[src/rtl/dram_bank_responder.sv]
// DRAM-side bank responder: 16 banks with open-row tracking, per-bank timing counters,
// command legality checking and a fixed-latency read burst return path.
//
//  state           | meaning
//  B_IDLE          | no row open, ACT allowed
//  B_ACTIVATING    | row captured, waiting tRCD before RD/WR
//  B_ACTIVE        | row open, RD/WR allowed
//  B_PRECHARGING   | closing, waiting tRP before next ACT
module dram_bank_responder #(
    parameter int ROW_W   = 15,
    parameter int COL_W   = 10,
    parameter int T_RCD   = 4,
    parameter int T_RP    = 4,
    parameter int T_RAS   = 10,
    parameter int T_CL    = 6,
    parameter int T_BURST = 8,
    parameter int T_RFC   = 20
) (
    input  logic                     clk,
    input  logic                     rst,
    input  logic                     cmd_valid,
    input  logic [2:0]               cmd,
    input  logic [1:0]               cmd_bg,
    input  logic [1:0]               cmd_ba,
    input  logic [ROW_W-1:0]         cmd_row,
    input  logic [COL_W-1:0]         cmd_col,
    output logic                     rd_valid,
    output logic [ROW_W+COL_W+6:0]   rd_data,
    output logic                     err_valid,
    output logic [2:0]               err_code,
    output logic [15:0]              bank_open,
    output logic [15:0]              rd_cnt,
    output logic [15:0]              wr_cnt,
    output logic [15:0]              err_cnt
);
    localparam int NB   = 16;
    localparam int TW   = 8;
    localparam int IW   = ROW_W + COL_W + 4;
    localparam int RQ_D = (T_CL + 2 * T_BURST - 1) / T_BURST;
    localparam logic [TW-1:0] ONE = TW'(1);

    localparam logic [2:0] C_NOP = 3'd0, C_ACT = 3'd1, C_RD = 3'd2, C_WR = 3'd3,
                           C_PRE = 3'd4, C_PREA = 3'd5, C_REF = 3'd6, C_ILL = 3'd7;

    typedef enum logic [1:0] {B_IDLE, B_ACTIVATING, B_ACTIVE, B_PRECHARGING} bank_state_t;

    bank_state_t      st_q  [NB];
    bank_state_t      st_d  [NB];
    logic [TW-1:0]    tmr_q [NB];
    logic [TW-1:0]    tmr_d [NB];
    logic [TW-1:0]    ras_q [NB];
    logic [TW-1:0]    ras_d [NB];
    logic [ROW_W-1:0] row_q [NB];
    logic [ROW_W-1:0] row_d [NB];

    logic [TW-1:0]    ref_q, ccd_q;
    logic [3:0]       sel;
    logic [NB-1:0]    is_open, eff_idle, eff_active;
    logic             prea_bad, err_hit, accepted;
    logic [2:0]       err_c;
    logic             do_act, do_rd, do_wr, do_pre, do_prea, do_ref;
    logic             err_pend;
    logic [2:0]       err_pend_code;

    logic             rq_vld  [RQ_D];
    logic [TW-1:0]    rq_cd   [RQ_D];
    logic [IW-1:0]    rq_info [RQ_D];
    logic [RQ_D-1:0]  free_oh;
    logic             start, found;
    logic [IW-1:0]    start_info;
    logic [IW-1:0]    b_info;
    logic [2:0]       b_beat;

    assign sel       = {cmd_bg, cmd_ba};
    assign bank_open = is_open;
    assign rd_data   = rd_valid ? {b_info, b_beat} : '0;

    // "Effective" views fold in timers that expire on this edge, so e.g. RD at ACT+tRCD is legal.
    always_comb begin
        is_open    = '0;
        eff_idle   = '0;
        eff_active = '0;
        prea_bad   = 1'b0;
        for (int i = 0; i < NB; i++) begin
            is_open[i]    = (st_q[i] == B_ACTIVATING) || (st_q[i] == B_ACTIVE);
            eff_active[i] = (st_q[i] == B_ACTIVE) ||
                            ((st_q[i] == B_ACTIVATING) && (tmr_q[i] == '0));
            eff_idle[i]   = (st_q[i] == B_IDLE) ||
                            ((st_q[i] == B_PRECHARGING) && (tmr_q[i] == '0));
            if (is_open[i] && (ras_q[i] != '0)) prea_bad = 1'b1;
        end
    end

    always_comb begin
        err_hit = 1'b0;
        err_c   = 3'd0;
        if (cmd_valid && (cmd != C_NOP)) begin
            if (ref_q != '0) begin
                err_hit = 1'b1; err_c = 3'd7;
            end else begin
                case (cmd)
                    C_ILL: begin err_hit = 1'b1; err_c = 3'd6; end
                    C_ACT: if (!eff_idle[sel]) begin err_hit = 1'b1; err_c = 3'd1; end
                    C_RD, C_WR: begin
                        if (!eff_active[sel]) begin
                            err_hit = 1'b1; err_c = 3'd2;
                        end else if (ccd_q != '0) begin
                            err_hit = 1'b1; err_c = 3'd5;
                        end
                    end
                    C_PRE: if (is_open[sel] && (ras_q[sel] != '0)) begin
                        err_hit = 1'b1; err_c = 3'd3;
                    end
                    C_PREA: if (prea_bad) begin err_hit = 1'b1; err_c = 3'd3; end
                    C_REF:  if (!(&eff_idle)) begin err_hit = 1'b1; err_c = 3'd4; end
                    default: ;
                endcase
            end
        end
    end

    assign accepted = cmd_valid && !err_hit;
    assign do_act   = accepted && (cmd == C_ACT);
    assign do_rd    = accepted && (cmd == C_RD);
    assign do_wr    = accepted && (cmd == C_WR);
    assign do_pre   = accepted && (cmd == C_PRE);
    assign do_prea  = accepted && (cmd == C_PREA);
    assign do_ref   = accepted && (cmd == C_REF);

    always_comb begin
        for (int i = 0; i < NB; i++) begin
            st_d[i]  = st_q[i];
            tmr_d[i] = (tmr_q[i] != '0) ? tmr_q[i] - ONE : '0;
            ras_d[i] = (ras_q[i] != '0) ? ras_q[i] - ONE : '0;
            row_d[i] = row_q[i];
            case (st_q[i])
                B_ACTIVATING:  if (tmr_q[i] == '0) st_d[i] = B_ACTIVE;
                B_PRECHARGING: if (tmr_q[i] == '0) st_d[i] = B_IDLE;
                default: ;
            endcase
            if (do_act && (sel == 4'(i))) begin
                st_d[i]  = B_ACTIVATING;
                tmr_d[i] = TW'(T_RCD - 1);
                ras_d[i] = TW'(T_RAS - 1);
                row_d[i] = cmd_row;
            end
            if (((do_pre && (sel == 4'(i))) || do_prea) && is_open[i]) begin
                st_d[i]  = B_PRECHARGING;
                tmr_d[i] = TW'(T_RP - 1);
            end
        end
    end

    always_ff @(posedge clk or posedge rst) begin
        if (rst) begin
            for (int i = 0; i < NB; i++) begin
                st_q[i]  <= B_IDLE;
                tmr_q[i] <= '0;
                ras_q[i] <= '0;
                row_q[i] <= '0;
            end
        end else begin
            for (int i = 0; i < NB; i++) begin
                st_q[i]  <= st_d[i];
                tmr_q[i] <= tmr_d[i];
                ras_q[i] <= ras_d[i];
                row_q[i] <= row_d[i];
            end
        end
    end

    // Outstanding reads wait in slots; only one can reach zero per edge thanks to tCCD.
    always_comb begin
        start      = 1'b0;
        start_info = '0;
        found      = 1'b0;
        free_oh    = '0;
        for (int i = 0; i < RQ_D; i++) begin
            if (rq_vld[i] && (rq_cd[i] == '0)) begin
                start      = 1'b1;
                start_info = rq_info[i];
            end
            if (!rq_vld[i] && !found) begin
                free_oh[i] = 1'b1;
                found      = 1'b1;
            end
        end
    end

    always_ff @(posedge clk or posedge rst) begin
        if (rst) begin
            for (int i = 0; i < RQ_D; i++) begin
                rq_vld[i]  <= 1'b0;
                rq_cd[i]   <= '0;
                rq_info[i] <= '0;
            end
            rd_valid      <= 1'b0;
            b_info        <= '0;
            b_beat        <= '0;
            ref_q         <= '0;
            ccd_q         <= '0;
            err_pend      <= 1'b0;
            err_pend_code <= '0;
            err_valid     <= 1'b0;
            err_code      <= '0;
            rd_cnt        <= '0;
            wr_cnt        <= '0;
            err_cnt       <= '0;
        end else begin
            for (int i = 0; i < RQ_D; i++) begin
                if (do_rd && free_oh[i]) begin
                    rq_vld[i]  <= 1'b1;
                    rq_cd[i]   <= TW'(T_CL - 1);
                    rq_info[i] <= {row_q[sel], cmd_bg, cmd_ba, cmd_col};
                end else if (rq_vld[i]) begin
                    if (rq_cd[i] == '0) rq_vld[i] <= 1'b0;
                    else                rq_cd[i]  <= rq_cd[i] - ONE;
                end
            end

            if (start) begin
                rd_valid <= 1'b1;
                b_info   <= start_info;
                b_beat   <= '0;
            end else if (rd_valid && (b_beat == 3'(T_BURST - 1))) begin
                rd_valid <= 1'b0;
            end else if (rd_valid) begin
                b_beat   <= b_beat + 3'd1;
            end

            if (do_ref)                ref_q <= TW'(T_RFC - 1);
            else if (ref_q != '0)      ref_q <= ref_q - ONE;
            if (do_rd || do_wr)        ccd_q <= TW'(T_BURST - 1);
            else if (ccd_q != '0)      ccd_q <= ccd_q - ONE;

            err_pend      <= err_hit;
            err_pend_code <= err_c;
            err_valid     <= err_pend;
            if (err_pend) err_code <= err_pend_code;

            if (do_rd && (rd_cnt != 16'hFFFF))     rd_cnt  <= rd_cnt + 16'd1;
            if (do_wr && (wr_cnt != 16'hFFFF))     wr_cnt  <= wr_cnt + 16'd1;
            if (err_pend && (err_cnt != 16'hFFFF)) err_cnt <= err_cnt + 16'd1;
        end
    end
endmodule
[config.mk]
export PLATFORM = sky130hd
export DESIGN_NAME = dram_bank_responder
export DESIGN_NICKNAME = d
export VERILOG_FILES = /design/src/rtl/dram_bank_responder.sv
export SDC_FILE = /design/constraint.sdc
export NUM_CORES = 2
export LEC_CHECK = 0
export CORE_ASPECT_RATIO = 1.1
export CORE_MARGIN = 4
export CORE_UTILIZATION = 35
export DETAILED_ROUTE_END_ITERATION = 10
export GPL_TIMING_DRIVEN = 0
export PLACE_DENSITY_LB_ADDON = 0.15
export SKIP_LAST_GASP = 1
export SLEW_MARGIN = 25
export SYNTH_ARGS = -nofsm -noshare
export SYNTH_HDL_FRONTEND = slang
export SYNTH_SLANG_ARGS = --single-unit
[constraint.sdc]
create_clock -name clk -period 34.2 [get_ports clk]
set_input_delay 10.26 -clock clk [delete_from_list [all_inputs] [get_ports clk]]
set_output_delay 10.26 -clock clk [all_outputs]
set_load 0.02 [all_outputs]
# Word-level counts from Yosys, hierarchy flattened
# Cells that the tools add are included.
[word_totals]
ff_bits = 709
inputBits = 35
out_inout_bits = 101
word_cells = 763
[classes]
addsub = 40
magnitude_cmp = 2
n_eq_ne = 109
muxes = 234
bitwise = 1
reduce_logical = 295
[ops]
columns = ["cell", "count"]
rows = [
  ["8-bit 2-to-1 mux", 92],
  ["8-bit by 1-bit subtractor with 8-bit output, second input constant", 36],
  ["8-bit nonzero test", 35],
  ["8-bit zero test", 18],
  ["2-bit 2-to-1 mux", 66],
  ["1-bit logical AND", 114],
  ["4-bit by 1-bit != test with 1-bit output, second input constant", 21],
  ["1-bit logical OR", 65],
  ["2-bit == test, second input constant", 32],
  ["2-bit one-hot mux with 2 select lines", 16],
  ["4-bit nonzero test", 16],
  ["15-bit binary-select mux with 4-bit select", 1],
  ["29-bit 2-to-1 mux", 2],
  ["16-bit by 1-bit adder with 16-bit output, second input constant", 3],
  ["16-bit != test, second input constant", 3],
  ["3-bit AND reduction", 16],
  ["4-bit by 2-bit != test with 1-bit output, second input constant", 11],
  ["1-bit 2-to-1 mux", 40],
  ["8-bit binary-select mux with 4-bit select", 1],
  ["2-bit by 1-bit == test with 1-bit output, second input constant", 16],
  ["4-bit == test, second input constant", 8],
  ["2-bit zero test", 16],
  ["32-bit 2-to-1 mux", 1],
  ["15-bit 2-to-1 mux", 2],
  ["other kinds (23)", 50],
]

# Longest topological paths before layout
[logic_depth]
ltp_word = 31
depth_mapped = 13
mapped_depth_nobuf = 10

# Least setup slack after synthesis
# Ideal clock, no wire load.
[synth_timing]
path_type = "input -> register"
startpoint = "input cmd_ba[1]"
endpoint = "register row_q[75] in the netlist's numbering"
setup_time_ns = 0.128
arrival_ns = 13.093
required_ns = 34.072
slack_ns = 20.979
stages = 10
path_buffers = 3
path_cell_list = "clkbuf_1 clkbuf_1 mux4_2 mux4_2 nand3b_1 a41o_1 o2111ai_4 nor3_4 buf_4 mux2_1"
[synth_between]
elab_chain_cells = 14
word_cells_on_any_way = 23
classes_between = "eq/ne (1); mux (15); bitwise (1); reduce/logical (6)"
[synth_lines]
columns = ["item", "line", "text"]
rows = [
  ["start, declared", "24", "input logic [1:0] cmd_ba,"],
  ["4-bit inverter with 5-bit output (not written as such)", "111", "C_PRE: if (is_open[sel] && (ras_q[sel] != '0)) begin"],
  ["8-bit binary-select mux with 4-bit select", "111", ""],
  ["8-bit 2-to-1 mux (not written as such) (2 in series)", "111", ""],
  ["8-bit nonzero test", "111", ""],
  ["1-bit logical AND", "111", ""],
  ["1-bit 2-to-1 mux", "111", ""],
  ["1-bit one-hot mux with 6 select lines", "101", "case (cmd)"],
  ["1-bit 2-to-1 mux", "98", "if (ref_q != '0) begin"],
  ["1-bit 2-to-1 mux", "97", "if (cmd_valid && (cmd != C_NOP)) begin"],
  ["1-bit zero test", "122", "assign accepted = cmd_valid && !err_hit;"],
  ["1-bit logical AND", "122", ""],
  ["1-bit logical AND", "123", "assign do_act = accepted && (cmd == C_ACT);"],
  ["1-bit logical AND *", "141", "if (do_act && (sel == 4'(i))) begin"],
  ["end signal, assigned by index", "167", "row_q[i] <= row_d[i];"],
  ["end, declared", "53", "logic [ROW_W-1:0] row_q [NB];"],
]
# Every way passes the cells marked *; elsewhere a longest branch is shown, timed or not. The select of a mux whose other input is x is not followed.
# A chain may end at the register's enable or synchronous reset.

# Worst setup path after layout
[layout_timing]
startpoint = "input cmd_ba[0]"
endpoint = "register rq_info[24] in the netlist's numbering"
[layout_between]
elab_chain_cells = 14
word_cells_on_any_way = 25
classes_between = "mux (18); bitwise (1); reduce/logical (6)"
[layout_lines]
columns = ["item", "line", "text"]
rows = [
  ["4-bit inverter with 5-bit output (not written as such)", "111, 214", ""],
  ["8-bit binary-select mux with 4-bit select", "111", ""],
  ["8-bit 2-to-1 mux (not written as such) (2 in series)", "111", ""],
  ["8-bit nonzero test", "111", ""],
  ["1-bit logical AND", "111", ""],
  ["1-bit 2-to-1 mux", "111", ""],
  ["1-bit one-hot mux with 6 select lines", "101", ""],
  ["1-bit 2-to-1 mux", "98", ""],
  ["1-bit 2-to-1 mux", "97", ""],
  ["1-bit zero test", "122", ""],
  ["1-bit logical AND", "122", ""],
  ["1-bit logical AND", "124", "assign do_rd = accepted && (cmd == C_RD);"],
  ["1-bit logical AND", "211", "if (do_rd && free_oh[i]) begin"],
  ["end signal, assigned by index", "214", "rq_info[i] <= {row_q[sel], cmd_bg, cmd_ba, cmd_col};"],
  ["end, declared", "67", "logic [IW-1:0] rq_info [RQ_D];"],
]
# Parallel ways exist; a longest one is shown, timed or not. The select of a mux whose other input is x is not followed.

==> reports/qor.txt <==
Status - complete, no violations
Clock-pin slew on the worst setup and hold paths - 0.06 ns
Design area - 41300 um2
Fraction of layout cells with a size suffix above 1 - 18.2%
Met2 wire length - 47.8 mm
Global route overflow - 0
Cell variety after synth - 86
Hold_sp - tmr_q[16]$_DFF_PP0_
Asr flop ratio synth - 100%
Synth-to-layout area growth - 17.3%
Routed wire length - 96.9 mm
Routed vias - 24729
Die Ht - 341 um
CTS tree - yes
Nets@finish - 3408
Worst r2r path cells - 9
Crit path kind - primary input to register
Max Root-Sink Buffers - 3
Routed wire per std cell - 21.0 um
Post-cts sizing count - 0
Critical Path Sink Type - register
Max Slew Vio Count - 0
Vias in the first global route - 26079
Routed Antenna Nets - 0
Worst Hold Path EP - tmr_q[16]$_DFF_PP0_
Post-Synthesis Cells - 3031
Row Count - 121
Worst skew pair latency - 0.65 ns
Num CTS Buffers - 81
Crit Reg-Reg Endpoint - rq_info[24]$_DFFE_PP0P_
Min-delay worst type - register to register
Die Wd - 311 um
Setup repair bufs after CTS - 0
WL met1 - 42.3 mm
Hold_ws - 0.466 ns
Worst-margin pin slew - 1.10 ns
Fmax achieved - 0.0668 GHz
Ant diodes - 0
Core area - 99500 um2
CTS Root Buffer Type - clkbuf_16
GRT Total Usage - 18.2%
WHS Path Cells - 1
Drt drc - 0
Period minus WS final - 14.97 ns
Crit Reg-Reg Startpoint - tmr_q[51]$_DFF_PP0_
Worst VDD drop - 0.0000348 V
Relative slew slack - 26.5%
Worst-path maximum fanout - 10
PortBufs - 131
Syn Nets - 3182
Initial antenna violation count - 0
Synth Register Bits - 709
I/O Pins - 136
Max Cap Viol - 0
Area occupied by multi-input gates - 16500 um2
Vias per cell - 5.36
Final period util - 43.8%
CP Launch Type - primary input
FF-to-FF setup slack - 29.07 ns
Arrival time worst endpoint - 15.48 ns
First-pass GRT wire length - 152 mm
Hold Vio Cnt, Final - 0
Sequential fraction of the synthesis area - 50.3%
Synth warn - 0
1st-pass router iterations - 7
Finished Core Util - 41.6%
Leakage - 18.5 nW
Initial drt markers - 1684
Htree depth - 3
Synth Flop Type - dfrtp_1
Final WS setup - 19.23 ns
Sequential standard cell area - 17700 um2
DR WL met3 - 4.23 mm
Fill cells - 9253
CTS Hold Bufs - 0
Largest net degree at the start of global routing - 96
RSZ-0062 raised after global routing - no
Worst EP required - 34.71 ns
Clock Sinks - 709
Cell Area, Placed - 38500 um2
Endpoints failing setup - 0
Placer Congestion - 0.846
Starting Density - 35.4%
Uppermost routed layer - met4
Mean post-synth cell area - 11.6 um2
Power per cell area - 59.2 nW/um2
Synthesized cell area - 35200 um2
DP HPWL - 70.3 mm
Pre-CTS setup slack - 18.49 ns
Die area - 106000 um2
Clk_skew - 0.0340 ns
Post-synth EDFFs - 0
## layout make-up
| type | instances | share of cell area [%] |
|---|---|---|
| flip-flops and latches | 709 | 42.9 |
| multi-input cells | 2064 | 39.9 |
| clock buffers | 108 | 5.54 |
| well taps | 1291 | 3.91 |
| repair buffers | 143 | 3.78 |
| clock inverters | 39 | 1.41 |
| plain buffers | 138 | 1.41 |
| inverters | 120 | 1.11 |
## through the flow
| stage | cells | TNS [ns] | total power [mW] |
|---|---|---|---|
| floorplan | 3031 | 0 | 1.41 |
| global placement | 4453 | -2533.87 | 1.50 |
| detailed placement | 4465 | 0 | 1.53 |
| CTS | 4612 | 0 | 2.48 |
| global route | 4612 | 0 | 2.59 |
| finish | 4612 | 0 | 2.45 |
## per-layer routing
metal	track usage, %	up-vias
met1	23.8	12708
li1	-	11315
met3	2.74	145
met2	31.1	561
met5	0	-
met4	5.51	0
## logic make-up after synthesis
logic type	synth area share [%]
compound gates	7.26
xor+xnor	4.67
fa+ha+maj	4.12
buf+inv	2.90
flops	50.3
mux	16.2
simple gates	14.5
## worst max-delay path: stages
cell	delay [ns]
buf_2	0.18
clkbuf_1	0.34
nand2_1	0.18
clkbuf_1	0.80
a311oi_1	0.14
nor4b_1	0.78
a221oi_1	0.20
a21oi_1	0.47
nand4_1	0.59
nor4_2	0.72
buf_2	0.41
mux2_2	0.38
## worst max-delay path by stage
stage / end / slack [ns] / startpoint / depth (start not counted)
after floorplan: b_beat[0]$_DFFE_PP0P_ / 4.05 / rst / 1
after global placement: ras_q[108]$_DFF_PP0_ / -3.71 / rst / 2
after detailed placement: rq_info[8]$_DFFE_PP0P_ / 18.49 / cmd_ba[0] / 12
after CTS: rq_info[24]$_DFFE_PP0P_ / 19.18 / cmd_ba[0] / 12
after global routing: rq_info[21]$_DFFE_PP0P_ / 18.97 / cmd_ba[0] / 12
final: rq_info[24]$_DFFE_PP0P_ / 19.23 / cmd_ba[0] / 12
## cells in the final DEF (no fill, tap or decap), types with 12 or more instances in the layout
| cell type | count |
|---|---|
| dfrtp_1 | 709 |
| mux2_2 | 287 |
| nor2_1 | 218 |
| nor3_1 | 210 |
| nand2_1 | 153 |
| clkdlybuf4s50_1 | 131 |
| inv_1 | 119 |
| ha_1 | 116 |
| xnor2_1 | 114 |
| a21oi_1 | 108 |
| clkbuf_1 | 96 |
| clkbuf_16 | 82 |
| mux4_2 | 80 |
| xor2_1 | 74 |
| nor4_1 | 63 |
| o21ai_0 | 56 |
| mux2i_1 | 49 |
| nand3_1 | 48 |
| and2_1 | 46 |
| o21bai_1 | 32 |
| nor3b_1 | 30 |
| a21o_1 | 30 |
| nor2b_1 | 25 |
| and3_1 | 25 |
| or3_1 | 24 |
| buf_2 | 22 |
| nand2b_1 | 21 |
| a31oi_1 | 20 |
| buf_1 | 19 |
| mux2_1 | 17 |
| o31ai_1 | 15 |
| clkinv_2 | 15 |
| nand4_1 | 14 |
| clkbuf_8 | 14 |
| o22ai_1 | 12 |
## sequential cells by signal (all words and copies together) (netlist names), 2 cells and up
signal and flops:
b_beat 3, b_info 29, ccd_q 8, err_cnt 16
err_code 3, err_pend_code 3, ras_q 128, rd_cnt 16
ref_q 8, row_q 240, rq_cd 16, rq_info 58
rq_vld 2, st_q 32, tmr_q 128, wr_cnt 16
## power by group
group          total [mW]  switching [mW]  internal, mW  leakage [nW]
clock               0.929           0.369         0.560          1.41
combinational       0.386           0.203         0.183          8.08
sequential           1.13           0.150         0.983          9.05
total                2.45           0.723          1.73          18.5
## synthesized netlist by cell type, types with 46 or more instances
| cell type | instances | share of area, % |
|---|---|---|
| ha_1 | 116 | 4.1 |
| nor2_1 | 218 | 2.3 |
| mux4_2 | 80 | 5.1 |
| and2_1 | 46 | 0.82 |
| xor2_1 | 74 | 1.8 |
| mux2i_1 | 49 | 1.4 |
| dfrtp_1 | 709 | 50 |
| nor3_1 | 211 | 3.0 |
| inv_1 | 120 | 1.3 |
| xnor2_1 | 114 | 2.8 |
| mux2_2 | 287 | 9.2 |
| clkbuf_1 | 90 | 0.96 |
| o21ai_0 | 56 | 0.80 |
| a21oi_1 | 108 | 1.5 |
| nor4_1 | 63 | 1.1 |
| nand3_1 | 48 | 0.68 |
| nand2_1 | 153 | 1.6 |
No activity file was read; power rests on OpenSTA's default activity.
